<file path="src/rtl/pipeline_pkg.sv">
// pipeline_pkg: shared widths, register-file constants and writeback entry type
package pipeline_pkg;
  localparam int DATA_W = 16;
  localparam int REG_ADDR_W = 3;
  localparam int NUM_REGS = 1 << REG_ADDR_W;
  localparam logic [REG_ADDR_W-1:0] REG_ZERO = '0;
  typedef struct packed {
    logic [REG_ADDR_W-1:0] rd;
    logic [DATA_W-1:0] data;
  } wb_entry_t;
endpackage

</file>
<file path="src/rtl/wb_queue.sv">
// wb_queue: in-order FIFO with two ordered write ports (d0 before d1) and one read port
module wb_queue import pipeline_pkg::*; #(
  parameter int W = $bits(wb_entry_t),
  parameter int DEPTH = 4,
  localparam int AW = $clog2(DEPTH),
  localparam int CW = AW + 1
) (
  input  logic          clk,
  input  logic          rst,
  input  logic          we0,
  input  logic [W-1:0]  d0,
  input  logic          we1,
  input  logic [W-1:0]  d1,
  input  logic          re,
  output logic [W-1:0]  head,
  output logic [CW-1:0] count,
  output logic          empty
);
  logic [W-1:0] ram [DEPTH];
  logic [AW-1:0] wp, rp;
  // storage needs no reset; we1 is only raised together with we0
  always_ff @(posedge clk) begin
    if (we0) ram[wp] <= d0;
    if (we1) ram[wp + AW'(1)] <= d1;
  end
  // pointers wrap naturally at the power-of-two depth; count kept separately
  always_ff @(posedge clk)
    if (rst) begin
      wp <= '0;
      rp <= '0;
      count <= '0;
    end else begin
      wp <= wp + AW'(we0) + AW'(we1);
      rp <= rp + AW'(re);
      count <= count + CW'(we0) + CW'(we1) - CW'(re);
    end
  assign head = ram[rp];
  assign empty = count == '0;
endmodule

</file>
<file path="src/rtl/writeback_arbiter.sv">
// writeback_arbiter: merges ALU and load results onto the single register-file write port with a pending-write scoreboard
module writeback_arbiter #(
  parameter int DATA_W = 16,
  parameter int ADDR_W = 3,
  parameter int QDEPTH = 4
) (
  input  logic              clk,
  input  logic              reset,
  input  logic              alu_valid,
  input  logic [ADDR_W-1:0] alu_rd,
  input  logic [DATA_W-1:0] alu_data,
  input  logic              mem_valid,
  input  logic [ADDR_W-1:0] mem_rd,
  input  logic [DATA_W-1:0] mem_data,
  output logic              in_ready,
  input  logic              issue_valid,
  input  logic [ADDR_W-1:0] issue_rd,
  output logic              issue_ready,
  output logic [7:0]        pending_mask,
  output logic              enableWrite,
  output logic [ADDR_W-1:0] RW,
  output logic [DATA_W-1:0] BusW
);
  import pipeline_pkg::*;
  localparam int CW = $clog2(QDEPTH) + 1;
  localparam int W = ADDR_W + DATA_W;
  logic [CW-1:0] count;
  logic empty, m, a, we0, we1, nxt_v;
  logic [W-1:0] head, d0, d1, nxt, mem_e, alu_e;
  logic [1:0] cnt [NUM_REGS];
  logic [NUM_REGS-1:0] inc, dec;
  assign in_ready = count <= CW'(QDEPTH - 2);
  assign m = in_ready && mem_valid && mem_rd != ADDR_W'(REG_ZERO);
  assign a = in_ready && alu_valid && alu_rd != ADDR_W'(REG_ZERO);
  assign mem_e = {mem_rd, mem_data};
  assign alu_e = {alu_rd, alu_data};
  // an empty queue forwards the oldest new result straight to the write port; the rest is queued mem-first
  always_comb begin
    we0 = empty ? m && a : m || a;
    we1 = !empty && m && a;
    d0 = (empty || !m) ? alu_e : mem_e;
    d1 = alu_e;
    nxt_v = !empty || m || a;
    nxt = !empty ? head : m ? mem_e : alu_e;
  end
  wb_queue #(.W(W), .DEPTH(QDEPTH)) u_q (
    .clk(clk), .rst(reset), .we0(we0), .d0(d0), .we1(we1), .d1(d1),
    .re(!empty), .head(head), .count(count), .empty(empty)
  );
  // write-port registers hold their last value when nothing is written
  always_ff @(posedge clk)
    if (reset) begin
      enableWrite <= 1'b0;
      RW <= '0;
      BusW <= '0;
    end else begin
      enableWrite <= nxt_v;
      if (nxt_v) {RW, BusW} <= nxt;
    end
  // per-register increment on issue, decrement when its write is on the port
  always_comb
    for (int i = 0; i < NUM_REGS; i++) begin
      inc[i] = issue_valid && issue_rd == ADDR_W'(i) && i != 0;
      dec[i] = enableWrite && RW == ADDR_W'(i);
      pending_mask[i] = cnt[i] != 2'd0;
    end
  // pending counters saturate at 3 and never go below 0; R0 stays 0
  always_ff @(posedge clk)
    for (int i = 0; i < NUM_REGS; i++)
      if (reset || i == 0) cnt[i] <= 2'd0;
      else if (inc[i] && !dec[i] && cnt[i] != 2'd3) cnt[i] <= cnt[i] + 2'd1;
      else if (dec[i] && !inc[i] && cnt[i] != 2'd0) cnt[i] <= cnt[i] - 2'd1;
  assign issue_ready = cnt[issue_rd] != 2'd3;
endmodule

</file>
<file path="config.mk">
export PLATFORM = sky130hd
export DESIGN_NAME = writeback_arbiter
export DESIGN_NICKNAME = d
export VERILOG_FILES = /design/src/rtl/pipeline_pkg.sv /design/src/rtl/wb_queue.sv /design/src/rtl/writeback_arbiter.sv
export SDC_FILE = /design/constraint.sdc
export NUM_CORES = 1
export LEC_CHECK = 0
export BUFFER_PORTS_ARGS = -buffer_cell sky130_fd_sc_hd__buf_2
export CAP_MARGIN = 20
export CORE_MARGIN = 3
export CORE_UTILIZATION = 53
export DETAILED_ROUTE_END_ITERATION = 7
export GPL_TIMING_DRIVEN = 0
export PLACE_DENSITY_LB_ADDON = 0.12
export RECOVER_POWER = 50
export SYNTH_ARGS = -nofsm -noshare
export SYNTH_HDL_FRONTEND = slang
export SYNTH_SLANG_ARGS = --single-unit
</file>
<file path="constraint.sdc">
create_clock -name clk -period 2.6 [get_ports clk]
set_input_delay 0.39 -clock clk [delete_from_list [all_inputs] [get_ports clk]]
set_output_delay 0.39 -clock clk [all_outputs]
set_load 0.02 [all_outputs]
</file>
== Word-level counts from Yosys, hierarchy flattened ==
Memories as Yosys holds them, arrays and structs flattened. A register that Yosys moved wholly into a read port is not among the register bits.
Cells that the tools add are included.
Widths: inputs -> output; s select.

* $add $sub $neg: 21
* $lt $le $gt $ge: 1
* Eq/ne operators: 22
* Muxes and demuxes: 74
* Bitwise operators: 14
* Reduce and logical (&&, ||, !) cells: 80

{| class="wikitable"
|+ Operators by type and width
! operator !! number
|-
| $mux 19 || 3
|-
| $mux 1 || 56
|-
| $logic_and 1x1->1 || 49
|-
| $mux 2 || 15
|-
| $eq 3x3->1 const B || 8
|-
| $add 2x1->2 const B || 8
|-
| $logic_not 1->1 || 16
|-
| $ne 2x2->1 const B || 8
|-
| $reduce_bool 2->1 || 8
|-
| $or 1x1->1 || 14
|-
| $sub 2x1->2 const B || 7
|-
| $eq 3x2->1 const B || 4
|-
| $add 2x1->2 || 3
|-
| $add 3x1->3 || 2
|-
| $eq 3x1->1 const B || 2
|-
| $reduce_bool 3->1 || 2
|-
| $logic_or 1x1->1 || 4
|-
| $le 3x2->1 const B || 1
|-
| $logic_not 3->1 || 1
|-
| $sub 3x1->3 || 1
|}

* Bits in registers: 27
* Memory bits (writable): 92
* Input bits: 46
* Output and inout bits: 30
* Word-level logic and storage cells: 220
* Memories: 2

{| class="wikitable"
|+ Memory list
! name !! depth !! bits a word !! rd ports !! clocked after Yosys merged registers in !! wr ports !! line !! text
|-
| u_q.ram || 4 || 19 || 1 || 1 || 2 || wb_queue.sv:19 || <nowiki>logic [W-1:0] ram [DEPTH];</nowiki>
|-
| cnt || 8 || 2 || 9 || 0 || 8 || writeback_arbiter.sv:30 || <nowiki>logic [1:0] cnt [NUM_REGS];</nowiki>
|}

== Longest topological paths before layout ==
Gate-level depths: netlist of the first run.

* Depth in word-level cells: 10
* Mapped depth: 11

== Modules after synthesis ==
From an unflattened synthesis of the first run, not the netlist that was laid out.

* Cell total of the unflattened synthesis: 534
* Area total of the unflattened synthesis: 6827.8 µm²

{| class="wikitable"
|+ Modules (own cells, without submodules)
! module !! times used !! cells each !! area each (µm²)
|-
| wb_queue || 1 || 221 || 4147.7
|-
| writeback_arbiter || 1 || 313 || 2680.1
|}

== Worst setup path before layout of the first run ==
OpenSTA, ideal clock, no wires.

* Kind: register to register
* From: register u_q.count[2]
* To: register u_q.count[2]
* Library setup time: 128 ps
* Arrival time: 2601 ps
* Required time: 2472 ps
* Setup slack: -128 ps
* Stages on the path, launching flop included: 10
* Period minus slack after synthesis: 2728 ps
* Cells stage by stage: dfxtp_1 -> or3b_1 -> a2111oi_0 -> inv_1 -> ha_1 -> inv_1 -> fa_1 -> fa_1 -> xor2_1 -> nor2_1

* Word-level cells in the longest chain between the ends: 8
* Elaborated cells between the ends (all ways): 15
* Classes of those cells: add/sub: 3; order compare: 1; mux: 1; reduce/logical: 10

{| class="wikitable"
|+ Ends and longest elaborated chain
! item !! line !! text
|-
| start: declaration || wb_queue.sv:16 || <nowiki>output logic [CW-1:0] count,</nowiki>
|-
| start signal: assignment || wb_queue.sv:35 || <nowiki>count <= count + CW'(we0) + CW'(we1) - CW'(re);</nowiki>
|-
| $le 3x2->1 || writeback_arbiter.sv:32 || <nowiki>assign in_ready = count <= CW'(QDEPTH - 2);</nowiki>
|-
| $logic_and 1x1->1, on equally long branches (2 in series) || writeback_arbiter.sv:33, writeback_arbiter.sv:34 ||
|-
| $logic_or 1x1->1 or $logic_and 1x1->1 (tied branches) || writeback_arbiter.sv:39 || <nowiki>we0 = empty ? m && a : m || a;</nowiki>
|-
| $mux 1 || writeback_arbiter.sv:39 ||
|-
| $add 3x1->3 (2 in series) || wb_queue.sv:35 ||
|-
| $sub 3x1->3 * || wb_queue.sv:35 ||
|}

Every way passes the cells marked *; elsewhere a longest branch is shown, timed or not.
A chain may end at the register's enable or synchronous reset.

== Worst setup path in the final report of the first run ==
* From: register u_q.count[1]
* To: register u_q.count[1]

Same word-level chain as after synthesis.

==> flow_summary.toml, run 1 <==
[worst_setup_path]
crit_family = "adder cells"
path_max_fanout = 3
worstSetupEndpoint = "u_q.count[1]"
ff2ff_path_depth = 8
r2r-end = "u_q.count[1]"
max_stage_delay_ns = 0.53
crit_start = "u_q.count[1]"
critPathBufInv = 2
worst_ep_arrival_time_ns = 2.95
rrSetupSlack_ns = 0.003
timing.rr.start = "u_q.count[1]"
crit_path_cell_trace = "or3b_4, a2111oi_4, inv_2, ha_4, inv_2, fa_2, fa_2, nor2b_1"
slowest_stage = "fa_2"
crit_cells = 8
critPathLaunchType = "register"
path_class = "reg2reg"
setup.worst_path.end_class = "register"
required_ns = 2.95

[floorplan]
die_w_um = 116
core_mm2 = 0.0117
ioPinCount = 76
initial_core_util_pct = 55.3
rows = 39
die_area_mm2 = 0.0135
die_h_um = 116

[cells_and_area]
fin_nets = 664
fill_cells = 847
syn_to_final_growth_pct = 21.5
antenna_cells = 0
drive_gt1_share_pct = 38.9

[power_and_ir_drop]
p_leak_nw = 2.88
power.total_mw = 8.49
ir_drop_uv = 638
power.density_mw_per_mm2 = 1080

[worst_hold_path]
hold_class = "in2reg"

[global_routing]
grtUsageTotal_pct = 25.5
grt_pass1_wl_mm = 25.2
grt_max_degree = 17
grt_pass1_vias = 4646
antenna_found_initial = 0
grt_overflow = 0

[yosys]
yosysUniqueCellTypes = 63
synthTopCellsByArea = "edfxtp_1 (42%), mux2_2 (12%), dfxtp_1 (8.4%), mux4_2 (7.0%), ha_1 (2.9%)"
synth_cells = 490
syn-num-nets = 554
synth_edf_count = 90
async_flop_share_pct = 0
ys_seq_area_share_pct = 50.2
yosysTopAreaCell = "edfxtp_1"
syn_avg_cell_area_um2 = 13.2
ys_seq_elements = 117
synth_top_flop_cell = "edfxtp_1"
ys_warn_count = 0
netlist_area_mm2 = 0.00645
synth_top_area_share_pct = 41.9

[clock_tree]
numClockSinks = 117
clockBufferDepth = 2
cts_tree = "done"
cts.reportedPaths.clkPinSlew_ns = 0.05
cts-buffers-inserted = 17
clockRootBuffer = "clkbuf_16"
clk_latency_ns = 0.42
htree_levels = 4
cts_hold_buf = 0

[timing]
hold_viol = 0
slew_headroom_pct = 35.8
period_needed_ns = 2.60
rsz0062_at_grt = "yes"
clock.fmax_mhz = 385
slew_violations = 0
tns_ns = 0
whs_ns = 0.320
fin_crit_sh_pct = 99.9
skew_ns = 0.00536
worst_slew_pin_slew_ns = 0.950
setup_ws_ns = 0.00307
setup_violations = 0

[routing]
first_pass_iters = 5
wl_mm = 16.2
vias_per_cell = 6.05
drc_errors = 0
wire_per_inst_um = 21.4
num_vias = 4567
ant_nets = 0
drtIter0Drc = 297

[place]
port_buffers = 74
dp_hpwl_mm = 10.6
place_congestion = 0.838
pre_cts_ws_ns = -0.490

[run]
max-cap-violations = 0

[status]
status = "complete, no violations"
-- logic make-up (layout without fill, tap and decap cells) --
family,count (synthesis),in the layout,synth area share [%]
adders and majority gates,20,20,4.15
AOI/OAI and AO/OA,87,87,10.3
DFF,117,117,50.2
buffers and inverters,62,184,4.40
other,1,1,0.0581
muxes,99,99,21.3
xor gates and xnor gates,3,3,0.407
and+or+nand+nor,101,101,9.11
-- sequential cells by signal (all words and copies together) (netlist names) --
name         flops
u_q.count        3
u_q.rp           2
enableWrite      1
RW               3
u_q.wp           2
u_q.ram         76
BusW            16
cnt             14
-- cells in the mapped netlist (4+ instances only) --
cell type,instances
o31a_1,4
ha_1,15
a211oi_1,16
nor2_1,24
nand2_1,6
inv_1,30
o22ai_1,19
mux2_2,67
buf_6,5
nor3_1,21
nor2b_1,4
a21oi_1,5
edfxtp_1,90
or2_2,4
nand2b_1,5
nand3_1,7
mux2_4,10
clkbuf_1,20
mux4_2,20
o21bai_1,16
dfxtp_1,27
-- timing repair --
item / CTS / global route
resized for setup: 14 / 7
pin swaps: 4 / 4
buffers inserted: 7 / 5
setup endpoints to repair: 26 / 24
-- worst reg2reg max path, stage by stage, from the launching register on --
cell       delay (ns)
dfxtp_4          0.37
or3b_4           0.41
a2111oi_4        0.34
inv_2            0.10
ha_4             0.28
inv_2            0.03
fa_2             0.36
fa_2             0.53
nor2b_1          0.11
-- metrics by stage --
step,instance area (um2),util [%],cells
finish,7840,67.3,755
global route,7840,67.3,755
CTS,7800,66.9,749
detailed placement,7120,61.0,711
global placement,7010,60.1,707
floorplan,6460,-,490
-- where the power goes --
part | total [mW] | switching [mW] | internal [mW]
registers | 2.78 | 0.200 | 2.58
clock network | 2.34 | 0.807 | 1.53
logic | 3.37 | 1.90 | 1.47
total | 8.49 | 2.90 | 5.59
-- layer usage --
metal  GRT usage (%)  vias up  wire length (um)
met1            32.1     2226              6490
met2            41.5      162              8120
met3            6.42       37              1080
met4            11.9        0               494
li1                -     2142                 -
met5               0        -                 0
-- placed cells by master (no fill, tap or decap), types with 17 or more instances in the layout --
cell / count
dfxtp_1: 24
clkbuf_16: 17
nor3_1: 20
buf_2: 57
mux4_2: 20
edfxtp_1: 90
nor2_1: 21
clkbuf_1: 39
o22ai_1: 19
inv_1: 27
mux2_2: 67
-- how the worst min path moves through the flow --
stage / from / to / slack [ns] / cells after the start
6_report: mem_data[9] / u_q.ram[0][9] / 0.32 / 2
5_1_grt: mem_data[9] / u_q.ram[0][9] / 0.32 / 2
4_1_cts: mem_data[9] / u_q.ram[0][9] / 0.31 / 2
3_5_place_dp: BusW[2] / BusW[2] / 0.58 / 2
3_3_place_gp: u_q.rp[0] / u_q.rp[0] / 0.57 / 2
2_1_floorplan: u_q.rp[0] / u_q.rp[0] / 0.55 / 2
-- area by class of cell --
cell class	count	area [um2]	share of cell area (%)
inverters	32	121	1.55
plain buffers	30	166	2.12
repair buffers	91	541	6.89
flip-flops and latches	117	3250	41.5
multi-input cells	311	3000	38.2
well taps	143	179	2.28
clock inverters	11	133	1.69
clock buffers	20	457	5.82
No activity file was read; power rests on OpenSTA's default activity.
==> inputs of run 2 (changes only) <==
--- a/config.mk
+++ b/config.mk
@@ -7,8 +7,10 @@
 export LEC_CHECK = 0
 export BUFFER_PORTS_ARGS = -buffer_cell sky130_fd_sc_hd__buf_2
 export CAP_MARGIN = 20
+export CELL_PAD_IN_SITES_DETAIL_PLACEMENT = 0
+export CELL_PAD_IN_SITES_GLOBAL_PLACEMENT = 1
 export CORE_MARGIN = 3
-export CORE_UTILIZATION = 53
+export CORE_UTILIZATION = 44
 export DETAILED_ROUTE_END_ITERATION = 7
 export GPL_TIMING_DRIVEN = 0
 export PLACE_DENSITY_LB_ADDON = 0.12
==> flow_summary.toml, run 2 (synthesized netlist as in run 1, its figures left out) <==
[timing]
whs_ns = 0.331
hold_viol = 0
slew_violations = 0
slew_headroom_pct = 34.1
period_needed_ns = 2.59
worst_slew_pin_slew_ns = 0.964
rsz0062_at_grt = "yes"
skew_ns = 0.00692
setup_ws_ns = 0.00817
clock.fmax_mhz = 386
tns_ns = 0
setup_violations = 0
fin_crit_sh_pct = 99.7

[global_routing]
grt_max_degree = 17
antenna_found_initial = 0
grt_overflow = 0
grtUsageTotal_pct = 20.8
grt_pass1_wl_mm = 25.5
grt_pass1_vias = 4595

[routing]
wl_mm = 16.6
ant_nets = 0
drc_errors = 0
vias_per_cell = 5.87
wire_per_inst_um = 21.1
drtIter0Drc = 317
num_vias = 4610
first_pass_iters = 6

[cells_and_area]
largest_register_ffs = 76
drive_gt1_share_pct = 34.7
top_register = "u_q.ram"
layout.cells.non_filler = 786
fin_util_pct = 55.1
final_cell_mix = "edfxtp_1 (90), mux2_2 (67), clkbuf_1 (50)"
syn_to_final_growth_pct = 20.3
final_area_mm2 = 0.00777
fill_cells = 1196
layout_commonest_cell = "edfxtp_1"
fin_nets = 657
antenna_cells = 0
top_regs = "u_q.ram: 76 flops, BusW: 16 flops, cnt: 14 flops"

[worst_setup_path]
critPathBufInv = 2
required_ns = 2.88
crit_path_cell_trace = "or3b_4, a2111oi_4, inv_1, ha_1, inv_1, fa_2, fa_1, xor2_1, nor2_1"
setup.worst_path.end_class = "register"
path_max_fanout = 3
path_class = "reg2reg"
max_stage_delay_ns = 0.41
crit_family = "adder cells"
cp_common_cell = "inv_1"
slowest_stage = "or3b_4"
critPathLaunchType = "register"
worst_ep_arrival_time_ns = 2.88

[floorplan]
die_area_mm2 = 0.0162
die_w_um = 127
rows = 43
die_h_um = 127
core_mm2 = 0.0141
ioPinCount = 76
initial_core_util_pct = 45.8

[power_and_ir_drop]
p_leak_nw = 2.81
power.density_mw_per_mm2 = 1070
ir_drop_uv = 447
power.total_mw = 8.31

[clock_tree]
clockRootBuffer = "clkbuf_16"
cts.reportedPaths.clkPinSlew_ns = 0.05
cts_hold_buf = 0
clk_latency_ns = 0.42
htree_levels = 4
clockBufferDepth = 2
numClockSinks = 117
cts_tree = "done"
cts-buffers-inserted = 17

[place]
pre_cts_ws_ns = -0.392
place_inst = 748
dp_hpwl_mm = 11.2
place_congestion = 0.813
place_area_mm2 = 0.00716
port_buffers = 74

[run]
max-cap-violations = 0

[status]
status = "complete, no violations"

[worst_hold_path]
hold_class = "in2reg"
[run 2: final timing paths]
check	cells past startpoint	from	slack [ns]	endpoint
setup / recovery	9	u_q.count[1]	0.008	u_q.count[2]
hold / removal	2	mem_data[9]	0.33	u_q.ram[0][9]
setup reg to reg	9	u_q.count[1]	0.008	u_q.count[2]
hold reg to reg	2	BusW[12]	0.60	BusW[12]
[run 2: power by group]
group / switching, mW / internal [mW]
logic: 1.81 / 1.37
registers: 0.227 / 2.58
clock network: 0.813 / 1.50
total: 2.85 / 5.45
[run 2: metal layers]
| layer | global-route usage, % | vias to the layer above | part of all wire, % |
|---|---|---|---|
| met5 | 0 | - | 0 |
| met4 | 7.19 | 0 | 1.6 |
| met3 | 4.43 | 21 | 6.1 |
| met2 | 36.1 | 148 | 50 |
| met1 | 25.9 | 2307 | 42 |
| li1 | - | 2134 | - |
[run 2: layout make-up]
| type | instances | area (um2) | share of cell area (%) |
|---|---|---|---|
| sequential | 117 | 3250 | 41.8 |
| clock inverter | 8 | 97.6 | 1.26 |
| clock buffer | 24 | 492 | 6.33 |
| buffer | 30 | 159 | 2.05 |
| tap | 180 | 225 | 2.90 |
| multi-input combinational | 311 | 2950 | 38.0 |
| inverter | 32 | 121 | 1.56 |
| timing repair buffer | 84 | 473 | 6.09 |
[run 2: worst reg2reg max path, cell delays in order, from the launching register on]
cell and delay, ns:
dfxtp_4 0.37, or3b_4 0.41, a2111oi_4 0.33, inv_1 0.10, ha_1 0.28, inv_1 0.05
fa_2 0.35, fa_1 0.38, xor2_1 0.14, nor2_1 0.05
[run 2: repair_timing]
item | CTS | global route
endpoints found under the setup margin | 22 | 12
resized for setup | 14 | 0
buffers inserted | 3 | 2
hold endpoints to repair | 0 | 0
pin swaps | 2 | 1
==> inputs of run 3 (changes only) <==
--- a/config.mk
+++ b/config.mk
@@ -13,8 +13,10 @@
 export CORE_UTILIZATION = 44
 export DETAILED_ROUTE_END_ITERATION = 7
 export GPL_TIMING_DRIVEN = 0
+export MAX_ROUTING_LAYER = met4
 export PLACE_DENSITY_LB_ADDON = 0.12
 export RECOVER_POWER = 50
 export SYNTH_ARGS = -nofsm -noshare
 export SYNTH_HDL_FRONTEND = slang
+export SYNTH_HIERARCHICAL = 1
 export SYNTH_SLANG_ARGS = --single-unit
==> flow_summary.toml, run 3 <==
[yosys]
syn-num-nets = 597
yosysTopAreaCell = "edfxtp_1"
yosysUniqueCellTypes = 63
synth_edf_count = 90
async_flop_share_pct = 0
synth_top_flop_cell = "edfxtp_1"
synthTopCellsByArea = "edfxtp_1 (40%), mux2_2 (14%), dfxtp_1 (7.9%), mux4_2 (4.3%), nor2_1 (3.7%)"
ys_warn_count = 6
netlist_area_mm2 = 0.00683
synth_top_area_share_pct = 39.6
synth_cells = 534
ys_seq_elements = 117
syn_avg_cell_area_um2 = 12.8
ys_seq_area_share_pct = 47.5
synth.most_common_cell = "edfxtp_1"
ys_top_cells_by_count = "edfxtp_1 (90), mux2_2 (83), nor2_1 (68)"

[cells_and_area]
syn_to_final_growth_pct = 18.7
top_register = "u_q/ram"
antenna_cells = 0
fin_nets = 697
largest_register_ffs = 76
final_cell_mix = "edfxtp_1 (90), mux2_2 (83), nor2_1 (65)"
top_regs = "u_q/ram: 76 flops, BusW: 16 flops, cnt: 14 flops"
fill_cells = 1309
fin_util_pct = 54.5
drive_gt1_share_pct = 36.6
layout_commonest_cell = "edfxtp_1"

[worst_setup_path]
path_max_fanout = 10
path_class = "in2reg"
ff2ff_path_depth = 9
r2r-end = "u_q/ram[3][17]"
critPathLaunchType = "primary input"
worst_ep_arrival_time_ns = 2.85
rrSetupSlack_ns = 0.10
required_ns = 2.95
timing.rr.start = "u_q/count[1]"
setup.worst_path.end_class = "register"

[floorplan]
die_w_um = 131
die_area_mm2 = 0.0170
die_h_um = 131
initial_core_util_pct = 45.9
ioPinCount = 76
rows = 44
core_mm2 = 0.0149

[clock_tree]
clockRootBuffer = "clkbuf_16"
cts_tree = "done"
htree_levels = 4
clockBufferDepth = 2
cts.reportedPaths.clkPinSlew_ns = 0.05
clk_latency_ns = 0.42
numClockSinks = 117
cts-buffers-inserted = 17

[timing]
setup_violations = 0
fin_crit_sh_pct = 96.1
hold_viol = 0
worst_slew_pin_slew_ns = 0.752
slew_headroom_pct = 49.7
period_needed_ns = 2.50
rsz0062_at_grt = "no"
setup_ws_ns = 0.102
skew_ns = 0.00839
whs_ns = 0.321
slew_violations = 0
clock.fmax_mhz = 400

[worst_hold_path]
hold_class = "in2reg"
hp-start = "reset"
hold_end = "u_q/rp[1]"
whs_path_depth = 2

[power_and_ir_drop]
power.density_mw_per_mm2 = 1020
ir_drop_uv = 541
p_leak_nw = 3.03

[global_routing]
grt_max_degree = 20
grt_overflow = 0
antenna_found_initial = 0
grt_pass1_wl_mm = 28.0
grt_pass1_vias = 5013
grtUsageTotal_pct = 22.9

[routing]
wire_per_inst_um = 22.1
num_vias = 4923
wl_mm = 18.4
drc_errors = 0
drtIter0Drc = 372
ant_nets = 0
first_pass_iters = 5
vias_per_cell = 5.92

[place]
pre_cts_ws_ns = -0.798
place_congestion = 0.772
dp_hpwl_mm = 12.2
port_buffers = 73

[run]
max-cap-violations = 0

[status]
status = "complete, no violations"
-- run 3: kinds of logic (layout without fill, tap and decap cells) --
logic type,after synthesis,after routing,share of synthesized area [%]
AO/OA/AOI/OAI,69,69,8.16
other,1,1,0.0549
AND/OR/NAND/NOR,149,149,11.4
buffers and inverters,59,172,5.00
adder cells (fa/ha/maj),18,18,3.59
flip-flops,117,117,47.5
XOR/XNOR,3,3,0.605
multiplexers,118,118,23.7
-- run 3: worst max path at each step --
stage / start / to / cells past startpoint
global route: alu_rd[1] / u_q/count[1] / 12
CTS: u_q/count[1] / u_q/count[2] / 9
detailed placement: mem_rd[0] / u_q/ram[2][0] / 9
floorplan: u_q/count[1] / u_q/ram[3][0] / 7
global placement: alu_rd[1] / u_q/ram[0][0] / 8
finish: alu_rd[1] / u_q/count[1] / 12
-- run 3: area by class of cell --
type / instances / area (um2) / share of cell area, %
plain buffers: 34 / 259 / 3.20
clock buffers: 20 / 447 / 5.51
clock inverters: 12 / 111 / 1.37
inverters: 25 / 93.8 / 1.16
multi-input cells: 358 / 3310 / 40.8
flip-flops and latches: 117 / 3240 / 40.0
well taps: 184 / 230 / 2.84
repair buffers: 81 / 413 / 5.09
-- run 3: metrics by stage --
| step | power (mW) | area, um2 | cells | TNS [ns] |
|---|---|---|---|---|
| 4_1_cts | 8.32 | 8120 | 828 | 0 |
| 3_5_place_dp | 6.05 | 7520 | 794 | -49.42 |
| 5_1_grt | 8.69 | 8110 | 831 | 0 |
| 2_1_floorplan | 5.02 | 6870 | 534 | -0.557 |
| 6_report | 8.26 | 8110 | 831 | 0 |
| 3_3_place_gp | 5.92 | 7460 | 791 | -79.08 |
-- run 3: repair_timing --
action,in CTS,in global routing
hold buffers,0,0
endpoints found under the setup margin,155,20
pin swaps,2,1
setup buffers,2,3
resized for setup,8,3
-- run 3: worst max-delay path, cell delays in order --
cell and delay (ns):
buf_2 0.18, o31ai_4 0.12, buf_6 0.17, buf_6 0.17
maj3_2 0.33, nor2_4 0.13, inv_2 0.07, ha_1 0.27
inv_1 0.05, fa_2 0.34, fa_2 0.52, nor2b_1 0.11
-- run 3: power by group --
part | leakage, nW | switching, mW | internal [mW]
Sequential | 1.07 | 0.243 | 2.60
Combinational | 1.70 | 1.79 | 1.39
Clock | 0.263 | 0.815 | 1.41
-- run 3: routing by layer --
layer / part of all wire (%) / vias to the layer above / track usage, %
li1: - / 2255 / -
met1: 44 / 2460 / 29.0
met2: 48 / 175 / 37.1
met3: 5.3 / 33 / 4.35
met4: 2.0 / 0 / 7.99
met5: 0 / - / -
